### src/rtl/rvc_asap_imem_loader.sv
// Boot loader: Len-prefixed byte stream packed little-endian into I_MEM words; holds the core in reset until loaded.
// Write issued the cycle after a word's 4th byte or the last byte; RxReady stays high across word boundaries.
module rvc_asap_imem_loader #(
  parameter int IMEM_BYTES = 1024,
  parameter int ADDR_W     = 8
) (
  input  logic              Clock,
  input  logic              Rst,
  input  logic              Start,
  input  logic              RxValid,
  input  logic [7:0]        RxData,
  output logic              RxReady,
  output logic              ImemWrEn,
  output logic [ADDR_W-1:0] ImemWrAddr,
  output logic [31:0]       ImemWrData,
  output logic [3:0]        ImemWrByteEn,
  output logic              CoreRst,
  output logic              Busy,
  output logic              Done,
  output logic              Error
);

  localparam logic [2:0] S_IDLE   = 3'd0;
  localparam logic [2:0] S_LEN_LO = 3'd1;
  localparam logic [2:0] S_LEN_HI = 3'd2;
  localparam logic [2:0] S_LOAD   = 3'd3;
  localparam logic [2:0] S_DONE   = 3'd4;
  localparam logic [2:0] S_ERROR  = 3'd5;

  logic [2:0]        r_state;
  logic [15:0]       r_len;
  logic [15:0]       r_cnt;
  logic [31:0]       r_shadow;
  logic [3:0]        r_be;
  logic [ADDR_W-1:0] r_waddr;

  logic [2:0]  w_state_nxt;
  logic        w_accept;
  logic        w_start_ok;
  logic [15:0] w_len_full;
  logic [1:0]  w_lane;
  logic        w_last;
  logic        w_wr_fire;
  logic [31:0] w_merged_dat;
  logic [3:0]  w_merged_be;
  logic        w_rx_nxt;

  // RxReady is registered from the next state, so it already reflects the FSM position.
  assign w_accept     = RxValid && RxReady;
  assign w_start_ok   = Start && ((r_state == S_IDLE) || (r_state == S_DONE) || (r_state == S_ERROR));
  assign w_len_full   = {RxData, r_len[7:0]};
  assign w_lane       = r_cnt[1:0];
  assign w_last       = ((r_cnt + 16'd1) == r_len);
  assign w_wr_fire    = (r_state == S_LOAD) && w_accept && (w_last || (w_lane == 2'd3));
  assign w_merged_dat = r_shadow | (32'(RxData) << {w_lane, 3'b000});
  assign w_merged_be  = r_be | (4'b0001 << w_lane);
  assign w_rx_nxt     = (w_state_nxt == S_LEN_LO) || (w_state_nxt == S_LEN_HI) ||
                        (w_state_nxt == S_LOAD);

  always_comb begin
    w_state_nxt = r_state;
    case (r_state)
      S_IDLE, S_DONE, S_ERROR: begin
        if (w_start_ok) w_state_nxt = S_LEN_LO;
      end
      S_LEN_LO: begin
        if (w_accept) w_state_nxt = S_LEN_HI;
      end
      S_LEN_HI: begin
        if (w_accept) begin
          if (w_len_full == 16'd0)
            w_state_nxt = S_DONE;
          else if ({1'b0, w_len_full} > 17'(IMEM_BYTES))
            w_state_nxt = S_ERROR;
          else
            w_state_nxt = S_LOAD;
        end
      end
      S_LOAD: begin
        if (w_accept && w_last) w_state_nxt = S_DONE;
      end
      default: w_state_nxt = S_IDLE;
    endcase
  end

  always_ff @(posedge Clock or negedge Rst) begin
    if (!Rst) begin
      r_state      <= S_IDLE;
      r_len        <= '0;
      r_cnt        <= '0;
      r_shadow     <= '0;
      r_be         <= '0;
      r_waddr      <= '0;
      RxReady      <= 1'b0;
      ImemWrEn     <= 1'b0;
      ImemWrAddr   <= '0;
      ImemWrData   <= '0;
      ImemWrByteEn <= '0;
      CoreRst      <= 1'b1;
      Busy         <= 1'b0;
      Done         <= 1'b0;
      Error        <= 1'b0;
    end else begin
      r_state <= w_state_nxt;
      RxReady <= w_rx_nxt;
      Busy    <= w_rx_nxt;
      Done    <= (w_state_nxt == S_DONE) && (r_state != S_DONE);
      // Release the core only once DONE has been held a cycle, after the final write lands.
      CoreRst <= !((r_state == S_DONE) && (w_state_nxt == S_DONE));

      if (w_start_ok)
        Error <= 1'b0;
      else if (w_state_nxt == S_ERROR)
        Error <= 1'b1;

      if ((r_state == S_LEN_LO) && w_accept)
        r_len[7:0] <= RxData;

      if ((r_state == S_LEN_HI) && w_accept) begin
        r_len[15:8] <= RxData;
        r_cnt       <= '0;
        r_waddr     <= '0;
        r_shadow    <= '0;
        r_be        <= '0;
      end

      if ((r_state == S_LOAD) && w_accept) begin
        r_cnt <= r_cnt + 16'd1;
        if (w_wr_fire) begin
          r_shadow <= '0;
          r_be     <= '0;
          r_waddr  <= r_waddr + {{(ADDR_W-1){1'b0}}, 1'b1};
        end else begin
          r_shadow <= w_merged_dat;
          r_be     <= w_merged_be;
        end
      end

      ImemWrEn <= w_wr_fire;
      if (w_wr_fire) begin
        ImemWrAddr   <= r_waddr;
        ImemWrData   <= w_merged_dat;
        ImemWrByteEn <= w_merged_be;
      end else begin
        ImemWrAddr   <= '0;
        ImemWrData   <= '0;
        ImemWrByteEn <= '0;
      end
    end
  end

endmodule

### config.mk
export PLATFORM = sky130hd
export DESIGN_NAME = rvc_asap_imem_loader
export DESIGN_NICKNAME = d
export VERILOG_FILES = /design/src/rtl/rvc_asap_imem_loader.sv
export SDC_FILE = /design/constraint.sdc
export NUM_CORES = 1
export LEC_CHECK = 0
export BUFFER_PORTS_ARGS = -buffer_cell sky130_fd_sc_hd__buf_2
export CELL_PAD_IN_SITES_DETAIL_PLACEMENT = 0
export CELL_PAD_IN_SITES_GLOBAL_PLACEMENT = 1
export CORE_MARGIN = 8
export CORE_UTILIZATION = 30
export CTS_CLUSTER_DIAMETER = 100
export DETAILED_ROUTE_END_ITERATION = 10
export GPL_TIMING_DRIVEN = 0
export HOLD_SLACK_MARGIN = 0.06
export PLACE_DENSITY_LB_ADDON = 0.12
export REMOVE_ABC_BUFFERS = 1
export SKIP_LAST_GASP = 1
export SLEW_MARGIN = 5
export SYNTH_ARGS = -nofsm -noshare
export SYNTH_HDL_FRONTEND = slang
export SYNTH_SLANG_ARGS = --single-unit
export TNS_END_PERCENT = 100
### constraint.sdc
create_clock -name Clock -period 3.7 [get_ports Clock]
set_input_delay 0.185 -clock Clock [delete_from_list [all_inputs] [get_ports Clock]]
set_output_delay 0.185 -clock Clock [all_outputs]
set_load 0.02 [all_outputs]
After elaboration in Yosys (flattened, before gate mapping)
Index checks and enable logic that the tools add are counted.
{"block": "classes", "add_sub_neg": 2, "magnitude_cmp": 1, "n_eq_ne": 13, "shifts": 2, "muxes": 23, "bitwise": 2, "reduce_logical": 20}
{"op": "two-way mux 32 bit", "count": 4}
{"op": "two-way mux 16 bit", "count": 2}
{"op": "two-way mux 8 bit", "count": 4}
{"op": "OR 32 bit", "count": 1}
{"op": "left shift 8 x 5 -> 32 bit", "count": 1}
{"op": "two-way mux 3 bit", "count": 6}
{"op": "adder 16 x 1 -> 16 bit (second input constant)", "count": 1}
{"op": "equality test 16 bit", "count": 1}
{"op": "greater-than comparator 16 x 11 -> 1 bit (second input constant)", "count": 1}
{"op": "logical NOT 16 bit", "count": 1}
{"op": "two-way mux 4 bit", "count": 4}
{"op": "equality test 3 x 2 -> 1 bit (second input constant)", "count": 4}
{"op": "equality test 3 bit (second input constant)", "count": 4}
{"op": "one-hot mux 3 bit (4 select lines)", "count": 1}
{"op": "logical AND 1 bit", "count": 9}
{"op": "adder 8 x 1 -> 8 bit (second input constant)", "count": 1}
{"op": "equality test 3 x 1 -> 1 bit (second input constant)", "count": 2}
{"op": "logical OR 1 bit", "count": 5}
{"op": "OR 4 bit", "count": 1}
{"op": "nonzero test 2 bit", "count": 2}
{"op": "left shift 1 x 2 -> 4 bit (first input constant)", "count": 1}
{"op": "logical NOT 3 bit", "count": 1}
{"op": "!= test 3 bit (second input constant)", "count": 1}
{"op": "OR reduction 3 bit", "count": 1}
{"op": "other kinds (3)", "count": 4}
{"block": "word_totals", "regBits": 128, "inputBits": 12, "out_inout_bits": 50, "word_cells": 78}

Logic depth before layout (Yosys ltp)
Gate-level depths: netlist of the first run.
{"block": "logic_depth", "ltp_word": 9, "ltp_mapped": 14, "mapped_depth_nobuf": 11}

Worst setup path before layout of the first run
Ideal clock, no wire load.
{"block": "synth_timing", "path_type": "flip-flop to flip-flop", "start": "register r_cnt[1]", "end": "register r_shadow[18]", "arrival_ps": 2956, "required_time_ps": 3579, "path_slack_ps": 623, "path_stages_with_launch": 12, "period_less_slack_ps": 3077, "path_cell_list": "dfrtp_1 ha_1 buf_2 nand3_1 or4_1 xnor2_1 nand4_1 nor4_4 buf_4 o21ai_2 buf_4 a22o_1"}
{"block": "synth_via", "elab_chain_len": 6}
{"item": "from (decl)", "line": "32", "source": "logic [15:0] r_cnt;"}
{"item": "from (signal assigned)", "line": "128", "source": "r_cnt <= r_cnt + 16'd1;"}
{"item": "adder 16 x 1 -> 16 bit", "line": "53", "source": "assign w_last = ((r_cnt + 16'd1) == r_len);"}
{"item": "equality test 16 bit", "line": "53"}
{"item": "logical OR 1 bit", "line": "54", "source": "assign w_wr_fire = (r_state == S_LOAD) && w_accept && (w_last || (w_lane == 2'd3));"}
{"item": "logical AND 1 bit", "line": "54"}
{"item": "two-way mux 32 bit *", "line": "129", "source": "if (w_wr_fire) begin"}
{"item": "two-way mux 32 bit *", "line": "127", "source": "if ((r_state == S_LOAD) && w_accept) begin"}
{"item": "to (signal assigned)", "line": "134", "source": "r_shadow <= w_merged_dat;"}
{"item": "to (decl)", "line": "33", "source": "logic [31:0] r_shadow;"}
Mark *: on every way between the ends. The rest lies on a longest branch, timed or not.
A chain may end at the register's enable or synchronous reset.

Final worst setup path of the first run
{"block": "layout_timing", "start": "register r_state[2]", "end": "register r_waddr[5]"}
{"block": "layout_via", "elab_chain_len": 5}
{"item": "from (decl)", "line": "30", "source": "logic [2:0] r_state;"}
{"item": "from (signal assigned)", "line": "104", "source": "r_state <= w_state_nxt;"}
{"item": "equality test 3 x 2 -> 1 bit", "line": "54"}
{"item": "logical AND 1 bit (2 in a row)", "line": "54"}
{"item": "via w_wr_fire", "line": "43", "source": "logic w_wr_fire;"}
{"item": "two-way mux 8 bit", "line": "129"}
{"item": "two-way mux 8 bit", "line": "127"}
{"item": "to (signal assigned)", "line": "132", "source": "r_waddr <= r_waddr + {{(ADDR_W-1){1'b0}}, 1'b1};"}
{"item": "to (decl)", "line": "35", "source": "logic [ADDR_W-1:0] r_waddr;"}
The timed path passes the listed nets, and every way through them passes these cells.

==> results of run 1 <==
cell usage after synthesis, types with 2 or more instances:
cell,number
ha_1,5
o31ai_1,7
and3_1,4
nor2b_1,10
and4_1,2
o41ai_1,4
nand4_1,5
and2_1,7
o21a_1,2
mux2i_1,5
o211ai_1,2
dfrtp_1,127
nand3_1,14
o31a_1,2
xnor2_1,14
or4_1,4
o21ai_0,24
or3_1,2
xor2_1,5
nand2b_1,3
a31oi_1,8
a21oi_1,61
nor2_1,90
inv_1,12
nand4_2,2
clkbuf_1,21
o22ai_1,2
nor4_4,2
a22o_1,15
o2111ai_1,2
nor3_1,8
mux2_2,16
buf_4,3
nor4_2,3
nand2_1,35
nor4_1,8
buf_2,6
registers in the layout, indices dropped and copies added, names as in the netlist:
| name | count |
|---|---|
| ImemWrAddr | 8 |
| Error | 1 |
| r_be | 4 |
| r_waddr | 8 |
| r_shadow | 32 |
| r_cnt | 16 |
| ImemWrData | 32 |
| Done | 1 |
| r_state | 3 |
| CoreRst | 1 |
| Busy | 1 |
| r_len | 16 |
| ImemWrEn | 1 |
| ImemWrByteEn | 4 |
through the flow:
step	total power [mW]	worst slack, ns	cell area [um2]	util, %
2_1_floorplan	3.00	-0.802	5560	-
3_5_place_dp	3.50	-1.83	6240	33.5
3_3_place_gp	3.45	-2.93	6160	33.0
6_report	5.29	0.220	7050	37.8
4_1_cts	5.33	0.0495	7020	37.6
5_1_grt	5.62	0.0163	7050	37.8
critical path, stage by stage, from the launching register on:
cell	delay [ns]
dfrtp_1	0.44
nand4b_1	1.06
nor2_1	1.07
o21ai_4	0.31
inv_2	0.20
nand4_1	0.13
mux2i_1	0.14
worst paths after layout:
path / startpoint / endpoint / slack (ns) / cells after the start
setup / recovery: r_state[2] / r_waddr[5] / 0.22 / 6
hold / removal: Start / Error / 0.16 / 3
setup reg to reg: r_state[2] / r_waddr[5] / 0.22 / 6
hold reg to reg: r_waddr[5] / r_waddr[5] / 0.48 / 1
max in group asynchronous: Rst / r_cnt[0] / 2.66 / 3
min in group asynchronous: Rst / ImemWrAddr[2] / 0.27 / 2
layout make-up:
cell class	instances	area (um2)
clock buffers	20	457
clock inverters	12	159
fillers	1880	11600
inverters	13	48.8
multi-input cells	386	2390
flip-flops and latches	128	3210
well taps	234	293
repair buffers	78	498
per-layer routing:
layer | up-vias | share of wire [%]
met5 | - | 0
met3 | 19 | 3.1
met4 | 0 | 1.7
met1 | 2215 | 47
li1 | 2098 | -
met2 | 87 | 48
where the power goes:
part           internal (mW)  switching (mW)
registers               1.73           0.334
clock network           1.10           0.645
logic                  0.601           0.882
total                   3.43            1.86
cell families (layout without fill, tap and decap cells):
| group | after synthesis | in the layout | synth area share [%] |
|---|---|---|---|
| AO/OA/AOI/OAI | 137 | 138 | 14.7 |
| AND/OR/NAND/NOR | 203 | 203 | 17.7 |
| adder cells (fa/ha/maj) | 5 | 5 | 1.10 |
| multiplexers | 21 | 21 | 4.04 |
| flip-flops | 128 | 128 | 56.3 |
| XOR/XNOR | 19 | 19 | 2.92 |
| buffers and inverters | 44 | 123 | 3.23 |
what timing repair did:
item / CTS / global route
resized for setup: 9 / 1
pin swaps: 7 / 1
endpoints found under the hold margin: 43 / 0
endpoints found under the setup margin: 96 / 67
cloned: 1 / 0
setup buffers: 10 / 3
hold buffers: 1 / 0
==> results.txt, run 1 <==
----------------------------------------------------
[Min path]
  Class of the worst hold path ... primary input to flop

[Floorplanning]
  Starting Density ... 30.5%
  Die span in x ... around 150 um
  Number of top-level design ports ... 62
  Vert. Die Dim ... ~150 um
  Site Rows ... 50
  Placeable Area ... approximately 19000 um2
  Die area ... 23600 um2

[Timing]
  Headroom to the max-slew limit ... around 17%
  Number of hold violations in the final report ... 0
  Maximum clock rate ... 0.287 GHz
  Setup repair after global routing missed its margin ... no
  Transition time of the tightest slew-check pin ... 1.25 ns
  Final Cycle Share ... 94.1%
  Final hold slack ... about 0.16 ns
  Number of max-slew violations in the final report ... 0
  Post-Route Skew ... approximately 0.012 ns
  Setup violators final ... 0
  Tmin final ... 3.48 ns
  Sum of negative setup slack ... 0 ns

[Synth]
  Fraction of registers with async set or reset after synthesis ... between 90% and 100%
  Area contributors post-synth ... dfrtp_1, nor2_1, a21oi_1, mux2_2, a22o_1
  Count of different cell masters after synthesis ... 52
  Yosys warning count ... 0
  Sequential-to-total area share from yosys stat ... a little under three fifths
  Yosys reg bits ... ~130
  Post-synth top flop ... dfrtp_1
  Cell area after synthesis ... ~5700 um2
  Dominant cell type by area after synthesis ... dfrtp_1
  Post-synth EDFFs ... 0
  Syn_area_per_cell ... ~10 um2
  Number of instances in the synthesized netlist ... between 500 and 600
  Portion of synthesized cell area occupied by the leading cell type ... between 50% and 60%

[Cells and area]
  Area growth from synthesis to layout ... 23.8%
  Post-layout net count ... about 640
  Filler-free cell count of the finished design ... slightly below 900
  Highest-count cells in the layout ignoring fill and taps ... dfrtp_1, nor2_1, a21oi_1
  Number of diodes ... 0
  Most common library cell in the layout ignoring fill and taps ... dfrtp_1
  Share of final-layout standard cells stronger than drive strength 1 ... approximately 23%

[Detailed routing]
  Final Routed Wirelength ... approximately 16000 um
  Routed len/inst ... between 15 and 20 um
  Vias after detailed routing ... between 4000 and 5000
  Number of violations reported at the end of detailed-routing iteration 0 ... about 210
  Router iterations before antenna repair ... 4
  Remaining design rule violation count ... 0
  Number of antenna-violating nets in the routed design ... 0
  Vias/cell ... around 5

[Global routing]
  Total GRT Usage ... approximately 14%
  Via count of the first global-routing pass ... approximately 4700
  Gr busiest metal ... met2
  Global-route track usage on met2 ... between 20% and 30%
  Maximum number of pins on one net before global-route repair ... 86
  Initial antenna violation count ... 0
  GR met3 Demand/Resource ... between 3 and 4%
  Wire length of the first global-routing pass ... between 20000 and 30000 um
  Total global routing overflow ... 0
  Met1 global-route usage ... 18.3%

[Clocking]
  CTS tree ... yes
  Maximum count of clock buffers along a single path ... 2
  Cts bufs inserted ... 17
  CTS clk-pin slew, worst paths ... around 0.060 ns
  Clock sink total ... approximately 130
  Clock latency of the later-clocked register in the worst-skew pair ... ~0.42 ns
  Clock Root Buffer ... clkbuf_16
  Htree depth ... 4

[Setup path]
  Setup CP Type ... flop to flop
  Critical path arrival ... 3.76 ns
  Peak fanout along the critical path ... 22
  Kind of start point of the critical path ... flop
  Data required time at the worst endpoint ... between 3 and 4 ns
  Type of destination of the critical path ... flop

[Placement]
  Port Buf Inserts ... 61
  Weighted congestion at the end of routability-driven global placement ... between 0.7 and 0.8
  Half-perimeter wire length after placement ... about 11000 um
  Placed Instances ... between 800 and 900

[Flow run]
  Max Cap Viol ... 0

[Status]
  Outcome ... complete, no violations

[Pwr]
  Worst VDD drop ... 0.353 mV
  P per Cell Area ... 751 nW/um2
  Static leakage power ... roughly 3.2 nW

----------------------------------------------------
Power figures use the tool's default switching activity.
==> run 2: changes to the inputs <==
--- a/config.mk
+++ b/config.mk
@@ -5,11 +5,12 @@
 export SDC_FILE = /design/constraint.sdc
 export NUM_CORES = 1
 export LEC_CHECK = 0
+export ABC_CLOCK_PERIOD_IN_PS = 3700
 export BUFFER_PORTS_ARGS = -buffer_cell sky130_fd_sc_hd__buf_2
 export CELL_PAD_IN_SITES_DETAIL_PLACEMENT = 0
 export CELL_PAD_IN_SITES_GLOBAL_PLACEMENT = 1
 export CORE_MARGIN = 8
-export CORE_UTILIZATION = 30
+export CORE_UTILIZATION = 45
 export CTS_CLUSTER_DIAMETER = 100
 export DETAILED_ROUTE_END_ITERATION = 10
 export GPL_TIMING_DRIVEN = 0
==> results.txt, run 2 (synthesized netlist as in run 1, its figures left out) <==
----------------------------------------------------
[Status]
  Outcome ... complete, no violations (unchanged)

[Pwr]
  Static leakage power ... 3.20 nW (was 3.24 nW)
  Part of the power in combinational logic ... 27.7% (was 28.0%)
  Share of power burned in the clock network ... 31.6% (was 32.9%)
  Worst VDD drop ... 0.417 mV (was 0.353 mV)
  Proportion of power drawn by flip-flops and latches ... 40.7% (was 39.1%)
  P per Cell Area ... 744 nW/um2 (was 751 nW/um2)
  Net switching power figure ... 1.77 mW (was 1.86 mW)
  Pint ... 3.33 mW (was 3.43 mW)
  Net Sw Frac ... 34.7% (was 35.2%)

[Timing]
  Post-Route Skew ... 0.0103 ns (was 0.0118 ns)
  Number of hold violations in the final report ... 0 (unchanged)
  Final hold slack ... 0.147 ns (was 0.159 ns)
  Setup repair after global routing missed its margin ... no (unchanged)
  Transition time of the tightest slew-check pin ... 1.12 ns (was 1.25 ns)
  Final Cycle Share ... 89.9% (was 94.1%)
  Number of max-slew violations in the final report ... 0 (unchanged)
  Maximum clock rate ... 0.301 GHz (was 0.287 GHz)
  Setup violators final ... 0 (unchanged)
  Headroom to the max-slew limit ... 24.7% (was 16.5%)
  Tmin final ... 3.33 ns (was 3.48 ns)

[Clocking]
  Maximum count of clock buffers along a single path ... 2 (unchanged)
  CTS clk-pin slew, worst paths ... 0.06 ns (about the same)
  Clock latency of the later-clocked register in the worst-skew pair ... 0.42 ns (about the same)
  Clock Root Buffer ... clkbuf_16 (unchanged)
  CTS tree ... yes (unchanged)
  Cts bufs inserted ... 17 (unchanged)
  Htree depth ... 4 (unchanged)
  Clock sink total ... 128 (unchanged)

[Global routing]
  Maximum number of pins on one net before global-route repair ... 97 (was 86)
  Via count of the first global-routing pass ... 4498 (was 4681)
  Wire length of the first global-routing pass ... 24000 um (was 26400 um)
  Total GRT Usage ... 18.9% (was 14.2%)
  Initial antenna violation count ... 0 (unchanged)
  Total global routing overflow ... 0 (unchanged)

[Cells and area]
  Area growth from synthesis to layout ... 20.5% (was 23.8%)
  Share of final-layout standard cells stronger than drive strength 1 ... 21.6% (was 22.6%)
  # fillers ... 1115 (was 1880)
  Number of diodes ... 0 (unchanged)
  Registers with the most flip-flops ... ImemWrData: 32 flops, r_shadow: 32 flops (unchanged)
  Post-layout net count ... 635 (was 641)
  Filler-free cell count of the finished design ... 802 (was 871)
  Highest-count cells in the layout ignoring fill and taps ... dfrtp_1, nor2_1, a21oi_1 (unchanged)
  Most common library cell in the layout ignoring fill and taps ... dfrtp_1 (unchanged)

[Placement]
  Half-perimeter wire length after placement ... 9580 um (was 10500 um)
  Weighted congestion at the end of routability-driven global placement ... 0.778 (was 0.728)
  Placed Instances ... 762 (was 824)
  Port Buf Inserts ... 61 (unchanged)

[Setup path]
  Worst path top cell family by delay ... simple AND/OR/NAND/NOR gates (unchanged)
  Largest stage delay on the critical path ... 0.65 ns (was 1.07 ns)
  Peak fanout along the critical path ... 13 (was 22)
  Kind of start point of the critical path ... flop (unchanged)
  Type of destination of the critical path ... flop (unchanged)
  Critical Path Most Common Cell ... buf_4
  Critical path arrival ... 3.61 ns (was 3.76 ns)
  CP max-delay cell ... or4_1 (was nor2_1)
  Setup CP Type ... flop to flop (unchanged)
  Data required time at the worst endpoint ... 3.98 ns (about the same)
  Critical path buffer and inverter count ... 3 (was 1)
  Critical-path cell list ... ha_4 > nand3_2 > or4_1 > xnor2_1 > nand4_1 > nor4_4 > buf_4 > buf_4 > nor4_4 > buf_4 > a21oi_1 > nor2_1 (was nand4b_1 > nor2_1 > o21ai_4 > inv_2 > nand4_1 > mux2i_1)

[Detailed routing]
  Number of violations reported at the end of detailed-routing iteration 0 ... 319 (was 208)
  Routed len/inst ... 18.1 um (was 18.6 um)
  Remaining design rule violation count ... 0 (unchanged)
  Number of antenna-violating nets in the routed design ... 0 (unchanged)
  Vias/cell ... 5.48 (was 5.07)
  Final Routed Wirelength ... 14500 um (was 16200 um)
  Router iterations before antenna repair ... 4 (unchanged)
  Vias after detailed routing ... 4393 (was 4419)

[Floorplanning]
  Die area ... 16500 um2 (was 23600 um2)
  Number of top-level design ports ... 62 (unchanged)
  Vert. Die Dim ... 128 um (was 154 um)
  Starting Density ... 45.7% (was 30.5%)
  Site Rows ... 41 (was 50)
  Placeable Area ... 12500 um2 (was 18600 um2)
  Die span in x ... 128 um (was 154 um)

[Min path]
  Class of the worst hold path ... primary input to flop (unchanged)

[Flow run]
  Max Cap Viol ... 0 (unchanged)

----------------------------------------------------
## run 2: changes by cell type in the layout (fill, tap and decap cells not counted), sizes merged
cell      change
buf           -5
clkinv        +3
clkinvlp      -3
bufinv        -1
clkbuf        +1
inv           -1
o21ai         -1
## run 2: worst paths after layout
path | start | end | slack (ns) | depth (start not counted)
worst max-delay path | r_cnt[0] | r_shadow[26] | 0.37 | 12
worst min-delay path | Start | Error | 0.15 | 3
worst max register to register | r_cnt[0] | r_shadow[26] | 0.37 | 12
min in group asynchronous | Rst | ImemWrAddr[1] | 0.23 | 2
worst min register to register | r_waddr[5] | r_waddr[5] | 0.47 | 1
max in group asynchronous | Rst | r_cnt[0] | 2.69 | 3
## run 2: routing by layer
metal | vias up | routed length, um | track usage, %
met5 | - | 0 | 0
met4 | 0 | 293 | 7.53
met3 | 22 | 780 | 5.30
met2 | 109 | 6960 | 29.6
met1 | 2176 | 6450 | 24.4
li1 | 2086 | - | -
## run 2: timing repair
| action | 4_1_cts | 5_1_grt |
|---|---|---|
| setup buffers | 5 | 3 |
| hold buffers | 1 | 0 |
| setup endpoints to repair | 96 | 16 |
| hold endpoints to repair | 32 | 0 |
| gates resized for setup | 9 | 0 |
| pin swaps | 2 | 1 |
## run 2: metrics by stage
step	area, um2	utilization (%)	power (mW)	worst slack (ns)	TNS [ns]
after floorplan	5560	-	3.00	-0.802	-30.54
after global placement	6080	48.8	3.40	-2.62	-171.23
after detailed placement	6170	49.5	3.46	-1.58	-119.08
after CTS	6840	54.9	5.13	0.104	0
after global routing	6860	55.0	5.43	0.156	0
final	6860	55.0	5.10	0.375	0
## run 2: power by group through the flow
stage / logic [mW] / clock network, mW / registers [mW]
floorplan: 0.986 / 0 / 2.02
global placement: 1.33 / 0 / 2.07
detailed placement: 1.38 / 0 / 2.08
CTS: 1.41 / 1.64 / 2.08
global route: 1.58 / 1.72 / 2.13
finish: 1.41 / 1.61 / 2.08
## run 2: cell type report
class / count / area [um2] / area share, %
clock inverter: 10 / 113 / 1.64
clock buffer: 21 / 460 / 6.71
multi-input combinational: 385 / 2370 / 34.6
sequential: 128 / 3210 / 46.7
tap: 172 / 215 / 3.14
timing repair buffer: 73 / 444 / 6.47
inverter: 13 / 48.8 / 0.711
## run 2: worst reg2reg max path: cells and delay by family, from the launching register on
family                   cells  cell delay [ns]
AND/OR/NAND/NOR              6             1.44
buffers and inverters        3             0.65
flip-flops                   1             0.54
adder cells (fa/ha/maj)      1             0.21
XOR/XNOR                     1             0.21
AO/OA/AOI/OAI                1             0.15
==> run 3: changes to the inputs <==
--- a/config.mk
+++ b/config.mk
@@ -15,7 +15,7 @@
 export DETAILED_ROUTE_END_ITERATION = 10
 export GPL_TIMING_DRIVEN = 0
 export HOLD_SLACK_MARGIN = 0.06
-export PLACE_DENSITY_LB_ADDON = 0.12
+export PLACE_DENSITY = 0.85
 export REMOVE_ABC_BUFFERS = 1
 export SKIP_LAST_GASP = 1
 export SLEW_MARGIN = 5
==> results.txt, run 3 (synthesized netlist as in run 1, its figures left out) <==
----------------------------------------------------
[Cells and area]
  Post-layout net count ... 634 (was 635)
  Sequential cell area ... 3210 um2 (unchanged)
  Most common library cell in the layout ignoring fill and taps ... dfrtp_1 (unchanged)
  # fillers ... 1036 (was 1115)
  Area growth from synthesis to layout ... 21.2% (was 20.5%)
  Registers with the most flip-flops ... ImemWrData: 32 flops, r_shadow: 32 flops (unchanged)
  Number of diodes ... 0 (unchanged)
  Highest-count cells in the layout ignoring fill and taps ... dfrtp_1, nor2_1, a21oi_1 (unchanged)
  Fraction of the core area covered by cells at the end of the flow ... 55.3% (was 55.0%)
  Share of final-layout standard cells stronger than drive strength 1 ... 21.9% (was 21.6%)
  Area of combinational cells with multiple inputs ... 2370 um2 (unchanged)
  Filler-free cell count of the finished design ... 802 (unchanged)

[Floorplanning]
  Starting Density ... 45.7% (unchanged)
  Die area ... 16500 um2 (unchanged)
  Die span in x ... 128 um (unchanged)
  Placeable Area ... 12500 um2 (unchanged)
  Vert. Die Dim ... 128 um (unchanged)
  Number of top-level design ports ... 62 (unchanged)
  Site Rows ... 41 (unchanged)

[Detailed routing]
  Final Routed Wirelength ... 14100 um (was 14500 um)
  Number of antenna-violating nets in the routed design ... 0 (unchanged)
  Routed len/inst ... 17.5 um (was 18.1 um)
  Number of violations reported at the end of detailed-routing iteration 0 ... 321 (was 319)
  Vias after detailed routing ... 4496 (was 4393)
  Router iterations before antenna repair ... 5 (was 4)
  Remaining design rule violation count ... 0 (unchanged)
  Vias/cell ... 5.61 (was 5.48)

[Pwr]
  Pint ... 3.41 mW (was 3.33 mW)
  Worst VDD drop ... 0.346 mV (was 0.417 mV)
  P per Cell Area ... 757 nW/um2 (was 744 nW/um2)
  Net Sw Frac ... 34.8% (was 34.7%)
  Share of power burned in the clock network ... 32.9% (was 31.6%)
  Part of the power in combinational logic ... 27.2% (was 27.7%)
  Static leakage power ... 3.21 nW (was 3.20 nW)
  Proportion of power drawn by flip-flops and latches ... 39.9% (was 40.7%)
  Power consumption ... 5.22 mW (was 5.10 mW)
  Net switching power figure ... 1.81 mW (was 1.77 mW)

[Timing]
  Final hold slack ... 0.146 ns (was 0.147 ns)
  Maximum clock rate ... 0.298 GHz (was 0.301 GHz)
  Tmin final ... 3.36 ns (was 3.33 ns)
  Number of max-slew violations in the final report ... 0 (unchanged)
  Headroom to the max-slew limit ... 23.0% (was 24.7%)
  Transition time of the tightest slew-check pin ... 1.15 ns (was 1.12 ns)
  Sum of negative setup slack ... 0 ns (unchanged)
  Setup violators final ... 0 (unchanged)
  Setup repair after global routing missed its margin ... no (unchanged)
  Final Cycle Share ... 90.7% (was 89.9%)
  Post-Route Skew ... 0.00874 ns (was 0.0103 ns)
  Number of hold violations in the final report ... 0 (unchanged)

[Flow run]
  Max Cap Viol ... 0 (unchanged)

[Clocking]
  CTS tree ... yes (unchanged)
  Clock sink total ... 128 (unchanged)
  Maximum count of clock buffers along a single path ... 2 (unchanged)
  Clock Root Buffer ... clkbuf_16 (unchanged)
  Cts bufs inserted ... 17 (unchanged)
  Clock latency of the later-clocked register in the worst-skew pair ... 0.42 ns (about the same)
  Htree depth ... 4 (unchanged)
  CTS clk-pin slew, worst paths ... 0.06 ns (about the same)

[Setup path]
  Data required time at the worst endpoint ... 3.98 ns (about the same)
  Type of destination of the critical path ... flop (unchanged)
  Peak fanout along the critical path ... 13 (unchanged)
  Setup CP Type ... flop to flop (unchanged)
  Critical path arrival ... 3.64 ns (was 3.61 ns)
  Kind of start point of the critical path ... flop (unchanged)

[Placement]
  Half-perimeter wire length after placement ... 9110 um (was 9580 um)
  Weighted congestion at the end of routability-driven global placement ... 0.824 (was 0.778)
  Placed Instances ... 761 (was 762)
  Port Buf Inserts ... 61 (unchanged)

[Min path]
  Class of the worst hold path ... primary input to flop (unchanged)

[Status]
  Outcome ... complete, no violations (unchanged)

[Global routing]
  Initial antenna violation count ... 0 (unchanged)
  Total global routing overflow ... 0 (unchanged)
  Total GRT Usage ... 17.7% (was 18.9%)
  Maximum number of pins on one net before global-route repair ... 98 (was 97)
  Via count of the first global-routing pass ... 4485 (was 4498)
  Wire length of the first global-routing pass ... 23000 um (was 24000 um)

----------------------------------------------------
-- run 3: cell types whose count changed in the layout (fill, tap and decap cells not counted) --
cell / delta
bufinv_16: +1
clkbuf_1: -2
buf_4: -2
buf_12: +2
clkinvlp_4: +3
clkinv_2: -1
inv_6: +1
buf_16: -1
clkinv_4: -1
-- run 3: power groups by stage --
| stage | logic, mW | clock network [mW] | registers, mW |
|---|---|---|---|
| 6_report | 1.42 | 1.72 | 2.09 |
| 5_1_grt | 1.56 | 1.80 | 2.13 |
| 4_1_cts | 1.41 | 1.75 | 2.08 |
| 3_5_place_dp | 1.36 | 0 | 2.09 |
| 3_3_place_gp | 1.31 | 0 | 2.07 |
| 2_1_floorplan | 0.986 | 0 | 2.02 |
-- run 3: critical path, cell delays in order (launching register included) --
cell,delay [ns]
dfrtp_2,0.57
ha_4,0.22
nand3_2,0.20
or4_1,0.65
xnor2_1,0.23
nand4_1,0.17
nor4_4,0.25
buf_4,0.23
buf_4,0.16
o21ai_4,0.10
inv_2,0.17
nand4_1,0.13
mux2i_1,0.14
-- run 3: what timing repair did --
| item | CTS | global route |
|---|---|---|
| hold endpoints to repair | 31 | 0 |
| gates cloned | 0 | 0 |
| hold buffers | 1 | 0 |
| setup endpoints to repair | 96 | 28 |
| resized for setup | 10 | 0 |
| buffers inserted | 5 | 3 |
| pin swaps | 3 | 1 |
-- run 3: cell type report --
cell class | instances | area share, %
Multi-Input combinational cell | 385 | 34.4
Inverter | 13 | 0.707
Clock inverter | 13 | 2.32
Timing Repair Buffer | 72 | 6.40
Sequential cell | 128 | 46.5
Clock buffer | 19 | 6.57
Tap cell | 172 | 3.12
-- run 3: through the flow --
stage	worst slack, ns	cell area (um2)
3_3_place_gp	-2.43	6080
2_1_floorplan	-0.802	5560
5_1_grt	0.114	6900
3_5_place_dp	-1.98	6150
6_report	0.343	6900
4_1_cts	0.139	6880
-- run 3: routing by layer --
layer / global-route usage [%] / part of all wire [%] / up-vias / wire (um)
met1: 22.1 / 45 / 2238 / 6310
met3: 4.80 / 5.4 / 27 / 752
met2: 28.7 / 48 / 150 / 6720
li1: - / - / 2081 / -
met4: 6.91 / 1.9 / 0 / 274
met5: 0 / 0 / - / 0
-- run 3: path summary, 6_finish.rpt --
kind | cells after the start | slack, ns | to | from
max | 12 | 0.34 | r_waddr[5] | r_cnt[0]
min | 3 | 0.15 | ImemWrData[29] | RxData[5]
max reg2reg | 12 | 0.34 | r_waddr[5] | r_cnt[0]
min reg2reg | 1 | 0.47 | r_waddr[5] | r_waddr[5]
max in group asynchronous | 3 | 2.72 | ImemWrData[25] | Rst
min in group asynchronous | 2 | 0.22 | ImemWrAddr[5] | Rst
